==> config.mk <==
export PLATFORM = sky130hd
export DESIGN_NAME = rf_riscv_mp_flat
export DESIGN_NICKNAME = d
export VERILOG_FILES = /design/src/rtl/rf_riscv_mp_pkg.sv /design/src/rtl/rf_riscv_mp_if.sv /design/src/rtl/rf_riscv_mp_scoreboard.sv /design/src/rtl/rf_riscv_mp.sv /design/src/flat_wrapper.sv
export SDC_FILE = /design/constraint.sdc
export NUM_CORES = 1
export LEC_CHECK = 0
export BUFFER_PORTS_ARGS = -buffer_cell sky130_fd_sc_hd__buf_2
export CAP_MARGIN = 10
export CORE_MARGIN = 2
export CORE_UTILIZATION = 57
export DETAILED_ROUTE_END_ITERATION = 8
export PLACE_DENSITY_LB_ADDON = 0.05
export SLEW_MARGIN = 20
export SYNTH_ARGS = -nofsm -noshare
export SYNTH_HDL_FRONTEND = slang
export SYNTH_SLANG_ARGS = --single-unit
==> constraint.sdc <==
create_clock -name clk_i -period 3.66 [get_ports clk_i]
set_input_delay 0.183 -clock clk_i [delete_from_list [all_inputs] [get_ports clk_i]]
set_output_delay 0.183 -clock clk_i [all_outputs]
set_load 0.01 [all_outputs]
==> src/rtl/rf_riscv_mp_pkg.sv <==
// Shared types and defaults for the multi-port RISC-V integer register file.
// Holds the clear/ready state encoding and the address-width helper.
package rf_pkg;

  typedef enum logic {
    CLEAR = 1'b0,
    READY = 1'b1
  } rf_state_e;

  localparam int XLEN_DEF  = 32;
  localparam int NREGS_DEF = 32;

  function automatic int rf_aw(input int n);
    return $clog2(n);
  endfunction

endpackage

==> src/rtl/rf_riscv_mp_if.sv <==
// Bus bundle between the pipeline and the register file.
// Writes and scoreboard sets have no handshake: they take effect only on an edge where
// ready_o is 1; anything presented while ready_o is 0 is dropped, never queued.
interface rf_riscv_mp_if
  import rf_pkg::*;
#(
    parameter int XLEN  = XLEN_DEF,
    parameter int NREGS = NREGS_DEF,
    parameter int NRD   = 2
);
    localparam int AW = rf_aw(NREGS);

    logic [NRD*AW-1:0]   read_addr_i;
    logic [NRD*XLEN-1:0] read_data_o;
    logic [NRD-1:0]      read_pending_o;
    logic                write_enable_i;
    logic [AW-1:0]       write_addr_i;
    logic [XLEN-1:0]     write_data_i;
    logic                pend_set_i;
    logic [AW-1:0]       pend_addr_i;
    logic                ready_o;

    modport master (
        output read_addr_i, write_enable_i, write_addr_i, write_data_i, pend_set_i, pend_addr_i,
        input  read_data_o, read_pending_o, ready_o
    );

    modport slave (
        input  read_addr_i, write_enable_i, write_addr_i, write_data_i, pend_set_i, pend_addr_i,
        output read_data_o, read_pending_o, ready_o
    );

endinterface

==> src/rtl/rf_riscv_mp_scoreboard.sv <==
// Per-register pending bits for the hazard unit, with NRD combinational read taps.
// A set and a clear to the same register on one edge leave the bit set.
module rf_scoreboard #(
    parameter int NREGS = 32,
    parameter int NRD   = 2,
    parameter int AW    = 5
) (
    input  logic              clk_i,
    input  logic              rst_i,
    input  logic              set_i,
    input  logic [AW-1:0]     set_addr_i,
    input  logic              clr_i,
    input  logic [AW-1:0]     clr_addr_i,
    input  logic [NRD*AW-1:0] rd_addr_i,
    output logic [NRD-1:0]    rd_pend_o
);

    logic [NREGS-1:0] pend_q;
    logic [NREGS-1:0] pend_d;

    // Set is applied after clear so a same-cycle issue keeps the register pending.
    always_comb begin
        pend_d = pend_q;
        if (clr_i) pend_d[clr_addr_i] = 1'b0;
        if (set_i) pend_d[set_addr_i] = 1'b1;
    end

    always_ff @(posedge clk_i) begin
        if (rst_i) pend_q <= '0;
        else       pend_q <= pend_d;
    end

    for (genvar k = 0; k < NRD; k++) begin : g_tap
        assign rd_pend_o[k] = pend_q[rd_addr_i[k*AW +: AW]];
    end

endmodule

==> src/rtl/rf_riscv_mp.sv <==
// Parametrised multi-read-port register file: x0 hardwired to zero, optional write bypass,
// pending scoreboard, and a sequential post-reset clear so the array needs no reset.
module rf_riscv_mp
  import rf_pkg::*;
#(
    parameter int XLEN   = XLEN_DEF,
    parameter int NREGS  = NREGS_DEF,
    parameter int NRD    = 2,
    parameter int BYPASS = 1
) (
    input  logic          clk_i,
    input  logic          rst_i,
    rf_riscv_mp_if.slave  bus,
    output rf_state_e     dbg_state_o
);

    localparam int AW = rf_aw(NREGS);
    localparam logic [AW-1:0] LAST_IDX = AW'(NREGS - 1);

    rf_state_e       state_q, state_d;
    logic [AW-1:0]   idx_q, idx_d;
    logic            clr_we;
    logic            ready;
    logic            wr_ok;
    logic            set_ok;
    logic [XLEN-1:0] rf_q [NREGS];
    logic [NRD-1:0]  sb_pend;

    always_ff @(posedge clk_i) begin
        if (rst_i) begin
            state_q <= CLEAR;
            idx_q   <= AW'(1);
        end else begin
            state_q <= state_d;
            idx_q   <= idx_d;
        end
    end

    always_comb begin
        state_d = state_q;
        idx_d   = idx_q;
        clr_we  = 1'b0;
        case (state_q)
            CLEAR: begin
                clr_we = 1'b1;
                idx_d  = idx_q + AW'(1);
                if (idx_q == LAST_IDX) state_d = READY;
            end
            READY: state_d = READY;
            default: state_d = CLEAR;
        endcase
    end

    assign ready       = (state_q == READY);
    assign bus.ready_o = ready;
    assign dbg_state_o = state_q;
    assign wr_ok       = ready && bus.write_enable_i && (bus.write_addr_i != '0);
    assign set_ok      = ready && bus.pend_set_i && (bus.pend_addr_i != '0);

    // Array has no reset port; x0 is never written and is masked on every read instead.
    always_ff @(posedge clk_i) begin
        if (!rst_i) begin
            if (clr_we)     rf_q[idx_q] <= '0;
            else if (wr_ok) rf_q[bus.write_addr_i] <= bus.write_data_i;
        end
    end

    rf_scoreboard #(.NREGS(NREGS), .NRD(NRD), .AW(AW)) u_sb (
        .clk_i      (clk_i),
        .rst_i      (rst_i),
        .set_i      (set_ok),
        .set_addr_i (bus.pend_addr_i),
        .clr_i      (wr_ok),
        .clr_addr_i (bus.write_addr_i),
        .rd_addr_i  (bus.read_addr_i),
        .rd_pend_o  (sb_pend)
    );

    for (genvar k = 0; k < NRD; k++) begin : g_rd
        logic [AW-1:0]   ra;
        logic            hit;
        logic [XLEN-1:0] d;
        logic            p;

        assign ra  = bus.read_addr_i[k*AW +: AW];
        assign hit = (BYPASS != 0) && wr_ok && (bus.write_addr_i == ra);

        always_comb begin
            d = rf_q[ra];
            p = sb_pend[k];
            if (hit) begin
                d = bus.write_data_i;
                p = set_ok && (bus.pend_addr_i == ra);
            end
            if (ra == '0 || !ready) begin
                d = '0;
                p = 1'b0;
            end
        end

        assign bus.read_data_o[k*XLEN +: XLEN] = d;
        assign bus.read_pending_o[k]           = p;
    end

endmodule

==> src/flat_wrapper.sv <==
// flat-port wrapper written by rule: the top's interface ports become plain ports
module rf_riscv_mp_flat import rf_pkg::*;
#(
    parameter int XLEN   = XLEN_DEF,
    parameter int NREGS  = NREGS_DEF,
    parameter int NRD    = 2,
    parameter int BYPASS = 1
)
  (clk_i, rst_i, dbg_state_o, bus_read_addr_i, bus_write_enable_i, bus_write_addr_i, bus_write_data_i, bus_pend_set_i, bus_pend_addr_i, bus_read_data_o, bus_read_pending_o, bus_ready_o);
  rf_riscv_mp_if #(.XLEN(XLEN), .NREGS(NREGS), .NRD(NRD)) bus_i ();
  input  logic clk_i;
  input  logic rst_i;
  output rf_state_e dbg_state_o;
  input wire logic [$bits(bus_i.read_addr_i)-1:0] bus_read_addr_i;
  input wire logic [$bits(bus_i.write_enable_i)-1:0] bus_write_enable_i;
  input wire logic [$bits(bus_i.write_addr_i)-1:0] bus_write_addr_i;
  input wire logic [$bits(bus_i.write_data_i)-1:0] bus_write_data_i;
  input wire logic [$bits(bus_i.pend_set_i)-1:0] bus_pend_set_i;
  input wire logic [$bits(bus_i.pend_addr_i)-1:0] bus_pend_addr_i;
  output wire logic [$bits(bus_i.read_data_o)-1:0] bus_read_data_o;
  output wire logic [$bits(bus_i.read_pending_o)-1:0] bus_read_pending_o;
  output wire logic [$bits(bus_i.ready_o)-1:0] bus_ready_o;
  assign bus_i.read_addr_i = bus_read_addr_i;
  assign bus_i.write_enable_i = bus_write_enable_i;
  assign bus_i.write_addr_i = bus_write_addr_i;
  assign bus_i.write_data_i = bus_write_data_i;
  assign bus_i.pend_set_i = bus_pend_set_i;
  assign bus_i.pend_addr_i = bus_pend_addr_i;
  assign bus_read_data_o = bus_i.read_data_o;
  assign bus_read_pending_o = bus_i.read_pending_o;
  assign bus_ready_o = bus_i.ready_o;
  rf_riscv_mp #(.XLEN(XLEN), .NREGS(NREGS), .NRD(NRD), .BYPASS(BYPASS)) u_core (.clk_i(clk_i), .rst_i(rst_i), .bus(bus_i), .dbg_state_o(dbg_state_o));
endmodule
Word-level counts from Yosys, hierarchy flattened
Memories as Yosys holds them, arrays and structs flattened.
Cells that the tools add are included.
{ "word_totals": {"regBits": 38, "mem_bits_rw": 1024, "inputBits": 56, "word_cells": 68, "mem_count": 1} }
{ "memory_table": {"columns": ["memory", "depth", "word_bits", "read_ports", "rd_ports_with_merged_regs", "wr", "line", "source"], "rows": [
  ["u_core.rf_q", 32, 32, 2, 0, 1, "rf_riscv_mp.sv:26", "logic [XLEN-1:0] rf_q [NREGS];"]
]} }
{ "classes": {"add_sub_neg": 1, "order_cmp": 6, "n_eq_ne": 5, "n_mux": 30, "bitwise_logic": 4, "n_reduce_logical": 18} }
{ "op_table": {"columns": ["cell", "count"], "rows": [
  ["$mux W32", 7],
  ["$and A32 B32 Y32", 1],
  ["$not A32 Y32", 1],
  ["$or A32 B32 Y32", 1],
  ["$reduce_or A32 Y1", 1],
  ["$lt A5 B6 Y1 const B", 4],
  ["$eq A5 B5 Y1", 4],
  ["$mux W1", 17],
  ["$bmux W1 S5", 2],
  ["$demux W1 S5", 2],
  ["$ge A5 B1 Y1 const B", 2],
  ["$logic_and A1 B1 Y1", 10],
  ["$logic_not A5 Y1", 2],
  ["$reduce_bool A5 Y1", 2],
  ["$add A5 B1 Y5 const B", 1],
  ["$eq A5 B5 Y1 const B", 1],
  ["$mux W5", 1],
  ["$logic_or A1 B1 Y1", 2],
  ["$pmux W1 S2", 1],
  ["$logic_not A1 Y1", 1],
  ["$not A1 Y1", 1]
]} }

Longest topological paths before layout
{ "depth": {"ltp_word": 9, "ltp_mapped": 11} }

Hierarchy
Synthesis repeated with hierarchy kept, for this count alone.
{ "hier_totals": {"hier_cells": 2658, "hier_area_um2": 50394.6} }
{ "modules_own_cells": {"columns": ["module", "n_inst", "cells_per_inst", "area_per_inst_um2", "seq_area_each_um2"], "rows": [
  ["rf_riscv_mp", 1, 2415, 48457.7, 30869.6],
  ["rf_scoreboard", 1, 243, 1936.9, 640.6]
]} }

Worst setup path before layout
Ideal clock, no wire load.
{ "synth_path": {"path_kind": "input -> register", "startpoint": "input bus_write_addr_i[0]", "endpoint": "memory u_core.rf_q[0][0] (netlist bit) (enable)", "setup_ps": 421, "arrival_ps": 3036, "t_required_ps": 3239, "slack_ps": 203, "path_stages": 8, "n_path_buf": 3, "path_cell_list": "buf_2 > or4_4 > o2111a_1 > buf_6 > buf_6 > o31ai_4 > nand2_2 > nor2_1"} }
{ "synth_between": {"elab_chain_cells": 8} }
{ "synth_lines": {"columns": ["element", "line", "source"], "rows": [
  ["start: declaration", "flat_wrapper.sv:16", "input wire logic [$bits(bus_i.write_addr_i)-1:0] bus_write_addr_i;"],
  ["$reduce_bool A5 Y1", "rf_riscv_mp.sv:57", "assign wr_ok = ready && bus.write_enable_i && (bus.write_addr_i != '0);"],
  ["$logic_and A1 B1 Y1", "rf_riscv_mp.sv:57", null],
  ["$mux W1", "rf_riscv_mp.sv:64", "else if (wr_ok) rf_q[bus.write_addr_i] <= bus.write_data_i;"],
  ["$mux W1", "rf_riscv_mp.sv:63", "if (clr_we) rf_q[idx_q] <= '0;"],
  ["$mux W1", "rf_riscv_mp.sv:62", "if (!rst_i) begin"],
  ["$mux W1 (not written as such)", "rf_riscv_mp.sv:64", null],
  ["$reduce_or A32 Y1 (no source line)", null, null],
  ["$mux W5 (no source line) or $mux W1 (tied branches)", null, null],
  ["end: declaration", "rf_riscv_mp.sv:26", null]
]} }
Several ways; a longest one is shown, not always the timed one.

Worst setup path in the final report
{ "layout_path": {"startpoint": "register u_core.state_q (netlist: u_core.bus.ready_o)", "endpoint": "output bus_read_pending_o[0]"} }
{ "layout_between": {"elab_chain_cells": 5} }
{ "layout_lines": {"columns": ["element", "line", "source"], "rows": [
  ["start: declaration", "rf_riscv_mp.sv:20", "rf_state_e state_q, state_d;"],
  ["start signal: assignment", "rf_riscv_mp.sv:34", "state_q <= state_d;"],
  ["$logic_and A1 B1 Y1 (on tied branches) (2 in series)", "rf_riscv_mp.sv:58, rf_riscv_mp.sv:57", null],
  ["$logic_and A1 B1 Y1 (on tied branches)", "rf_riscv_mp.sv:93, rf_riscv_mp.sv:86", null],
  ["$mux W1", "rf_riscv_mp.sv:91", "if (hit) begin"],
  ["$mux W1 (*)", "rf_riscv_mp.sv:95", "if (ra == '0 || !ready) begin"],
  ["end: declaration", "flat_wrapper.sv:21", "output wire logic [$bits(bus_i.read_pending_o)-1:0] bus_read_pending_o;"]
]} }
Mark *: on every way between the ends. The rest lies on a longest branch, timed or not.

==> metrics.csv <==
metric,value,unit
status,finished clean,
maxSlewViolCount,0,
reg2reg_from,u_core.bus.ready_o,
critical_path_required,3.48,ns
drt_iter0_markers,3965,
syn_inst,2683,
grt_pass1_vias,29940,
period_share,87.74,%
yosys.area_share.simple,3.241,%
antenna_found_initial,5,
rsz0062_at_grt,false,
numClockSinks,1062,
clock_skew,0.02937,ns
syn-num-nets,2741,
yosys-top-cells-area,"edfxtp_1 61%, mux4_2 25%, mux2i_1 2.8%",
drtAntennaViolNets,0,
dieHeight,302.3,µm
min-delay-start,bus_write_data_i[4],
hold_viol_final,0,
fin_area,0.05742,mm²
area_delta_synth_final,13.19,%
dieWidth,302.3,µm
antenna_cells,0,
cts-htree-levels,3,
cap_violations,0,
synthMuxAreaShare,27.96,%
setup_viol,0,
ys_seq_area_share,62.12,%
cts_tree,done,
final_cell_mix,"1024 x edfxtp_1, 556 x mux4_2, 205 x nand2_1",
max-vdd-ir-drop,0.3926,mV
clk_pin_slew_worst_paths,0.06,ns
synth_area_per_cell,18.91,µm²
synth_top_area_share,60.62,%
ys_ff_latch,1062,
slew_headroom,38.79,%
cts_root_buf,clkbuf_16,
core,0.08824,mm²
wl,150.7,mm
place_area,0.05359,mm²
layout_commonest_cell,edfxtp_1,
final_nets,2953,
crit_path_start,u_core.bus.ready_o,
p_per_area,465.6,mW/mm²
synth_top_family_by_area,multiplexers,
synth_xor_area_share,0.3971,%
layout_min_cycle_time,3.211,ns
post_drt_wl_per_cell,36.30,µm
fin_setup_tns,0,ns
cts_inserted_buffers,111,
hp-class,in -> reg,
place.gp.congestion,0.8803,
ys_types,59,
cts_buffer_depth,3,
via_per_inst,7.196,
dieArea,0.09140,mm²
synth-async-reset-ratio,0,%
syn-cell-area,0.05073,mm²
grt_overflow,0,
num_vias,29890,
startpoint_type,register,
post-dp-hpwl,95.22,mm
fmax,311.4,MHz
cp_max_fo,34,
yosysTopAreaCell,edfxtp_1,
rows,109,
synth_edf_count,1024,
tightestPinTransition,0.9104,ns
synthFlopType,edfxtp_1,
grt_usage,33.53,%
grt_max_degree,64,
crit_type,reg -> out,
grt_pass1_wl,215.5,mm
initial_core_util,57.49,%
cts_resized,0,
ios,124,
synth_adder_area_share,0.04933,%
p_leak,0.01751,µW
yosysWarnings,0,
first_pass_iters,5,
cp-end-kind,primary output,
synth_compound_area_share,3.742,%
clk_latency,0.70,ns
numPortBuffers,123,
drive_above_1_share,36.88,%
drcViolationCount,0,
arrival,3.03,ns
## power by group
group | total [µW] | switching (µW) | internal (µW)
clock network | 11500 | 4810 | 6680
registers | 13300 | 61.6 | 13300
logic | 1920 | 1110 | 815
total | 26700 | 5980 | 20800
## sequential cells by signal (all words and copies together) (netlist names)
name	cells
u_core.rf_q	1024
u_core.u_sb.pend_q	32
u_core.bus.ready_o	1
u_core.idx_q	5
## critical path: stages, from the launching register on
cell and delay (ns):
dfxtp_1 0.33, buf_4 0.26, o211ai_4 0.18, nor4_4 0.30
buf_4 0.52, a211oi_1 0.09, a211oi_1 0.40, buf_2 0.21
## layer usage
| layer | up-vias | wire (µm) | track usage [%] |
|---|---|---|---|
| met5 | - | 50 | 0 |
| met4 | 6 | 4204 | 9.783 |
| met3 | 252 | 17730 | 8.497 |
| met2 | 1927 | 70850 | 51.18 |
| met1 | 15870 | 57910 | 48.67 |
| li1 | 11830 | - | - |
## layout make-up
class | instances | area, µm²
Tap cell | 1165 | 1458
Sequential cell | 1062 | 31510
Fill cell | 5893 | 30820
Timing Repair Buffer | 315 | 2486
Inverter | 11 | 41.29
Multi-Input combinational cell | 1394 | 18230
Clock buffer | 139 | 2977
Clock inverter | 67 | 720.7
## cells in the mapped netlist, types with 2 or more instances
library cell and count:
a221oi_1 17, buf_4 33, a2111o_1 10, inv_1 2, nand2_1 207, or2_2 2
o41ai_1 2, nor3_1 5, buf_1 14, nand4_1 3, a21oi_1 51, o22ai_1 31
clkbuf_1 99, dfxtp_1 38, mux2_4 2, and3b_1 2, clkinv_1 8, mux4_2 556
mux2_2 17, edfxtp_1 1024, o21ai_1 34, a211o_1 6, o21ai_0 29, a21o_1 23
ha_1 2, nor4b_1 3, nand2b_1 6, o221ai_1 30, nand2_2 6, o31ai_1 28
buf_6 31, xor2_1 14, nor2b_1 8, xnor2_1 9, nor2_1 78, nand3_1 12
and2_1 32, and3_1 3, nand3b_1 2, a211oi_1 9, mux2i_1 140, buf_2 38
## worst paths after layout
kind / to / depth (start not counted) / slack (ns)
max: bus_read_pending_o[0] / 7 / 0.45
min: u_core.rf_q[30][4] / 2 / 0.05
max reg2reg: u_core.rf_q[27][28] / 7 / 0.74
min reg2reg: u_core.u_sb.pend_q[0] / 1 / 0.48
## stage by stage
stage                     hold WS [ns]  worst slack, ns  total power (µW)  instances  util (%)
after CTS                      0.01550           0.4302             26830       4153     65.07
final                          0.05338           0.4486             26730       4153     65.07
after floorplan                 0.2798           0.2033             14820       2683         -
after global routing           0.04138           0.3135             27390       4153     65.07
after detailed placement        0.4155           0.5027             15470       3934     60.73
after global placement          0.3969           0.5426             15450       3934     60.73
## kinds of logic after synthesis
kind of cell | count (synthesis)
simple gates | 375
xor+xnor | 23
mux | 717
buf+inv | 227
fa+ha+maj | 2
compound gates | 277
flops | 1062
## timing repair
item                       in CTS  in global routing
buffers inserted                0                  0
hold buffers                   13                  0
hold endpoints to repair       34                  0
setup endpoints to repair       0                  0
Power figures use the tool's default switching activity.
